--- src/rtl/led_seq_pkg.sv ---
// led_seq_pkg: shared types and helpers for the LED pattern engine.
package led_seq_pkg;
  typedef enum logic [1:0] {
    ROTATE_L = 2'd0,
    ROTATE_R = 2'd1,
    BOUNCE   = 2'd2,
    BAR      = 2'd3
  } led_mode_t;
  typedef enum logic {
    DIR_UP   = 1'b0,
    DIR_DOWN = 1'b1
  } dir_t;
  function automatic logic [31:0] bar_mask(input logic [31:0] count);
    return (count >= 32) ? '1 : ((32'd1 << count) - 32'd1);
  endfunction
endpackage

--- src/rtl/led_strobe_gen.sv ---
// led_strobe_gen: free-running prescaler; registered carry gives a one-cycle strobe every 2^COUNTER_WIDTH running cycles.
module led_strobe_gen #(
  parameter int COUNTER_WIDTH = 25
) (
  input  logic clk,
  input  logic rst,
  input  logic run_i,
  input  logic clr_i,
  output logic stb_o
);
  logic [COUNTER_WIDTH-1:0] cnt_q, cnt_d, sum;
  logic                     stb_q, stb_d, carry;
  assign {carry, sum} = {1'b0, cnt_q} + {{COUNTER_WIDTH{1'b0}}, 1'b1};
  always_comb begin
    cnt_d = clr_i ? '0 : run_i ? sum : cnt_q;
    stb_d = !clr_i && run_i && carry;
  end
  always_ff @(posedge clk) begin
    if (rst) begin
      cnt_q <= '0;
      stb_q <= 1'b0;
    end else begin
      cnt_q <= cnt_d;
      stb_q <= stb_d;
    end
  end
  assign stb_o = stb_q;
endmodule

--- src/rtl/led_sequencer.sv ---
// led_sequencer: prescaled LED pattern engine (rotate left/right, bounce, bar); optional PWM dimming via LED_SEQ_PWM_EN.
module led_sequencer
  import led_seq_pkg::*;
#(
  parameter int                   COUNTER_WIDTH = 25,
  parameter int                   LED_COUNT     = 4,
  parameter logic [LED_COUNT-1:0] SEED          = {{(LED_COUNT-1){1'b0}}, 1'b1}
`ifdef LED_SEQ_PWM_EN
  , parameter int                 PWM_WIDTH     = 4
`endif
) (
  input  logic                 i_clk,
  input  logic                 i_reset,
  input  logic                 i_run,
  input  logic                 i_step,
  input  logic [1:0]           i_mode,
`ifdef LED_SEQ_PWM_EN
  input  logic [PWM_WIDTH-1:0] i_duty,
`endif
  output logic [LED_COUNT-1:0] o_led,
  output logic                 o_stb
);
  localparam int PW = $clog2(LED_COUNT);
  localparam int CW = $clog2(LED_COUNT + 1);
  localparam logic [PW-1:0]        POS_MAX = PW'(LED_COUNT - 1);
  localparam logic [CW-1:0]        CNT_MAX = CW'(LED_COUNT);
  localparam logic [LED_COUNT-1:0] ONE     = LED_COUNT'(1);
  led_mode_t            mode_q, mode_d, mode_in;
  dir_t                 dir_q, dir_d;
  logic [PW-1:0]        pos_q, pos_d;
  logic [CW-1:0]        cnt_q, cnt_d;
  logic [LED_COUNT-1:0] led_q, led_d;
  logic                 stb_q, stb_d, pre_stb, adv, mode_chg, turn;
  assign mode_in  = led_mode_t'(i_mode);
  assign mode_chg = mode_q != mode_in;
  assign adv      = pre_stb | i_step;
  led_strobe_gen #(
    .COUNTER_WIDTH(COUNTER_WIDTH)
  ) u_strobe (
    .clk  (i_clk),
    .rst  (i_reset),
    .run_i(i_run),
    .clr_i(mode_chg),
    .stb_o(pre_stb)
  );
  // Bounce reverses at either end so no end LED is shown twice in a row.
  assign turn = (dir_q == DIR_UP) ? (pos_q == POS_MAX) : (pos_q == '0);
  always_comb begin
    mode_d = mode_q;
    dir_d  = dir_q;
    pos_d  = pos_q;
    cnt_d  = cnt_q;
    led_d  = led_q;
    stb_d  = 1'b0;
    if (mode_chg) begin
      mode_d = mode_in;
      dir_d  = DIR_UP;
      pos_d  = '0;
      cnt_d  = '0;
      led_d  = (mode_in == BOUNCE) ? ONE : (mode_in == BAR) ? '0 : SEED;
    end else if (adv) begin
      stb_d = 1'b1;
      dir_d = (mode_q == BOUNCE && turn) ? dir_t'(~dir_q) : dir_q;
      pos_d = (mode_q != BOUNCE) ? pos_q : (dir_d == DIR_UP) ? pos_q + PW'(1) : pos_q - PW'(1);
      cnt_d = (mode_q != BAR) ? cnt_q : (cnt_q == CNT_MAX) ? '0 : cnt_q + CW'(1);
      led_d = (mode_q == ROTATE_L) ? {led_q[LED_COUNT-2:0], led_q[LED_COUNT-1]}
            : (mode_q == ROTATE_R) ? {led_q[0], led_q[LED_COUNT-1:1]}
            : (mode_q == BOUNCE)   ? ONE << pos_d
            : LED_COUNT'(bar_mask(32'(cnt_d)));
    end
  end
  always_ff @(posedge i_clk) begin
    if (i_reset) begin
      mode_q <= ROTATE_L;
      dir_q  <= DIR_UP;
      pos_q  <= '0;
      cnt_q  <= '0;
      led_q  <= SEED;
      stb_q  <= 1'b0;
    end else begin
      mode_q <= mode_d;
      dir_q  <= dir_d;
      pos_q  <= pos_d;
      cnt_q  <= cnt_d;
      led_q  <= led_d;
      stb_q  <= stb_d;
    end
  end
`ifdef LED_SEQ_PWM_EN
  logic [PWM_WIDTH-1:0] pwm_q;
  logic [LED_COUNT-1:0] out_led_q;
  logic                 out_stb_q;
  always_ff @(posedge i_clk) begin
    if (i_reset) begin
      pwm_q     <= '0;
      out_led_q <= SEED;
      out_stb_q <= 1'b0;
    end else begin
      pwm_q     <= pwm_q + PWM_WIDTH'(1);
      out_led_q <= led_q & {LED_COUNT{pwm_q < i_duty}};
      out_stb_q <= stb_q;
    end
  end
  assign o_led = out_led_q;
  assign o_stb = out_stb_q;
`else
  assign o_led = led_q;
  assign o_stb = stb_q;
`endif
endmodule

--- config.mk ---
export PLATFORM = sky130hd
export DESIGN_NAME = led_sequencer
export DESIGN_NICKNAME = d
export VERILOG_FILES = /design/src/rtl/led_seq_pkg.sv /design/src/rtl/led_strobe_gen.sv /design/src/rtl/led_sequencer.sv
export SDC_FILE = /design/constraint.sdc
export NUM_CORES = 1
export LEC_CHECK = 0
export ABC_AREA = 1
export CORE_MARGIN = 2
export CORE_UTILIZATION = 50
export CTS_BUF_LIST = sky130_fd_sc_hd__clkbuf_4 sky130_fd_sc_hd__clkbuf_8 sky130_fd_sc_hd__clkbuf_16
export DETAILED_ROUTE_END_ITERATION = 10
export PLACE_DENSITY = 0.67
export SYNTH_ARGS = -nofsm -noshare
export SYNTH_HDL_FRONTEND = slang
export SYNTH_SLANG_ARGS = --single-unit
--- constraint.sdc ---
create_clock -name i_clk -period 2.5 [get_ports i_clk]
set_input_delay 0.25 -clock i_clk [delete_from_list [all_inputs] [get_ports i_clk]]
set_output_delay 0.25 -clock i_clk [all_outputs]
set_load 0.02 [all_outputs]
==> metrics.yaml <==
grt_pass1_vias: 1711
avgSynthCellArea_sq_um: 6.86
num_rows: 23
p_per_area_nw_per_um2: 532
netlist_top_cells_area: "dfxtp_1, nand2_1, inv_1"
path_clk_slew_ns: 0.07
die_x_microns: 68.3
netlist_area_sq_um: 2070
gr-total-overflow: 0
regToRegStartpoint: "mode_q[0]$_SDFFE_PP0N_"
hold_path.class: "reg -> reg"
slowest_stage: "dfxtp_1"
ys_types: 33
period_share: 0.761
nets: 327
grt_max_degree: 15
synth_nets: 311
cts_buffer_depth: 2
cp-start-kind: "flop"
endpoint_kind: "flop"
syn_inst: 301
core-area_sq_um: 4000
synth-async-reset-ratio: 0
setup_tns_ns: 0
cp_num_buf_inv: 3
rsz0062_at_grt: "false"
crit_fanout: 7
finalWirelength_microns: 4060
dieArea_sq_um: 4660
vias_per_cell: 5.09
root_buffer: "clkbuf_8"
grt_usage: 0.200
synth-edff-count: 0
ys_seq_area_frac: 0.378
fin_skew_ns: 0.00516
worstPathArrival_ns: 2.13
yosys_warnings: 0
synth_flop_cell: "dfxtp_1"
worstSetupPathType: "reg -> reg"
gp_congestion: 0.811
synth_common_cells: "nand2_1, inv_1, dfxtp_1"
wl_per_cell_microns: 11.0
relSlewSlack: 0.683
p_leak_nw: 0.840
drtAntennaViolNets: 0
rr_endpoint: "o_led[2]$_SDFFE_PP0P_"
cp_slowest_stage_delay_ns: 0.50
ys_ff_latch: 39
io_pins: 11
cts_buffers: 5
vdd_drop_max_uv: 311
cts.sinks: 39
clk-insertion-delay-late_ns: 0.29
drv_slew: 0
max_freq_ghz: 0.525
hold_depth: 2
cp.required_ns: 2.73
n_antenna_cell: 0
fin_crit_ns: 1.90
hold_viol: 0
area_delta_synth_final_pct: 12.9
port_buffers: 10
drv_cap: 0
dr.pass1.iters: 4
initial_core_util: 0.516
drive_gt1_frac: 0.0912
p_total_mw: 1.24
die_h_microns: 68.3
grt_pass1_wl_microns: 6920
cts_setup_buffers: 0
r2r_setup_slack_ns: 0.60
status: "completed"
cp_cell_sequence: "nand2_2 -> clkinv_2 -> nand2_1 -> a21oi_2 -> inv_1 -> nor2_1 -> inv_1 -> ha_1 -> nand3_1 -> nand3_1 -> nand2_1 -> nand2_1 -> a21oi_2"
tritoncts: "done"
worst_slew_pin_slew_ns: 0.475
hold_start: "u_strobe.cnt_q[13]$_SDFFE_PP0P_"
holdBufCountCts: 0
synth_most_common_cell: "nand2_1"
reg2reg_depth: 13
antenna_found_initial: 0
cpLargestDelayFamily: "simple AND/OR/NAND/NOR gates"
cts_resized: 0
finalSetupViolCount: 0
hold_end: "u_strobe.cnt_q[13]$_SDFFE_PP0P_"
synth_top_cell_by_area: "dfxtp_1"
vias: 1873
drt_iter0_markers: 80
drcViolationCount: 0
dp_hpwl_microns: 3110
yosysTopAreaCellShare: 0.378
htreeDepth: 2
cp_common_cell: "nand2_1"
through the flow:
stage | std cells | instance area [sq um] | hold slack [ns] | setup slack [ns] | util
floorplan | 301 | 2070 | 0.312 | 0.802 | -
global placement | 360 | 2230 | 0.432 | 0.594 | 0.557
detailed placement | 360 | 2230 | 0.435 | 0.587 | 0.557
CTS | 368 | 2330 | 0.446 | 0.593 | 0.583
global route | 368 | 2330 | 0.489 | 0.450 | 0.583
finish | 368 | 2330 | 0.443 | 0.597 | 0.583
cell type report:
type                            count  area [sq um]
Fill cell                         397          1670
Multi-Input combinational cell    210          1070
Sequential cell                    39           781
Inverter                           47           180
Timing Repair Buffer               14           130
Clock buffer                        8           104
Tap cell                           50          62.6
registers in the layout, indices dropped and copies added (netlist names):
signal / flops
cnt_q: 3
dir_q: 1
mode_q: 2
o_led: 4
o_stb: 1
pos_q: 2
u_strobe.cnt_q: 25
u_strobe.stb_o: 1
power by group:
group	leakage [nW]	switching, mW	internal, mW
sequential	0.315	0.00906	0.630
combinational	0.469	0.0707	0.0466
clock	0.0549	0.221	0.263
logic make-up after synthesis:
group                    after synthesis  synth area share
AND/OR/NAND/NOR                      139             0.310
AO/OA/AOI/OAI                         60             0.156
buffers and inverters                 52             0.102
flip-flops                            39             0.378
XOR/XNOR                               7            0.0297
adder cells (fa/ha/maj)                4            0.0242
layout by cell type (no fill, tap or decap), types with 7 or more instances in the layout:
cell type,n
a21oi_1,28
clkbuf_8,7
clkdlybuf4s50_1,10
dfxtp_1,39
inv_1,44
nand2_1,60
nand3_1,13
nor2_1,34
nor3_1,15
o21ai_0,20
worst max path at each step:
stage	startpoint	end	slack, ns	cells past startpoint
5_1_grt	mode_q[0]$_SDFFE_PP0N_	o_led[2]$_SDFFE_PP0P_	0.45	13
6_report	mode_q[0]$_SDFFE_PP0N_	o_led[2]$_SDFFE_PP0P_	0.60	13
2_1_floorplan	cnt_q[0]$_SDFFE_PP0P_	o_led[1]$_SDFFE_PP0P_	0.80	12
3_3_place_gp	i_run	u_strobe.cnt_q[24]$_SDFFE_PP0P_	0.59	8
4_1_cts	mode_q[0]$_SDFFE_PP0N_	o_led[2]$_SDFFE_PP0P_	0.59	13
3_5_place_dp	i_run	u_strobe.cnt_q[24]$_SDFFE_PP0P_	0.59	8
layer usage:
layer | share of wire | track usage
met1 | 0.47 | 0.223
met2 | 0.48 | 0.356
met3 | 0.031 | 0.0510
met4 | 0.017 | 0.0875
met5 | 0 | 0
tightest hold or removal path, cell delays in order, from the launching register on:
cell and delay, ns:
dfxtp_1 0.31, inv_1 0.04, a21oi_1 0.05
No activity file was read; power rests on OpenSTA's default activity.
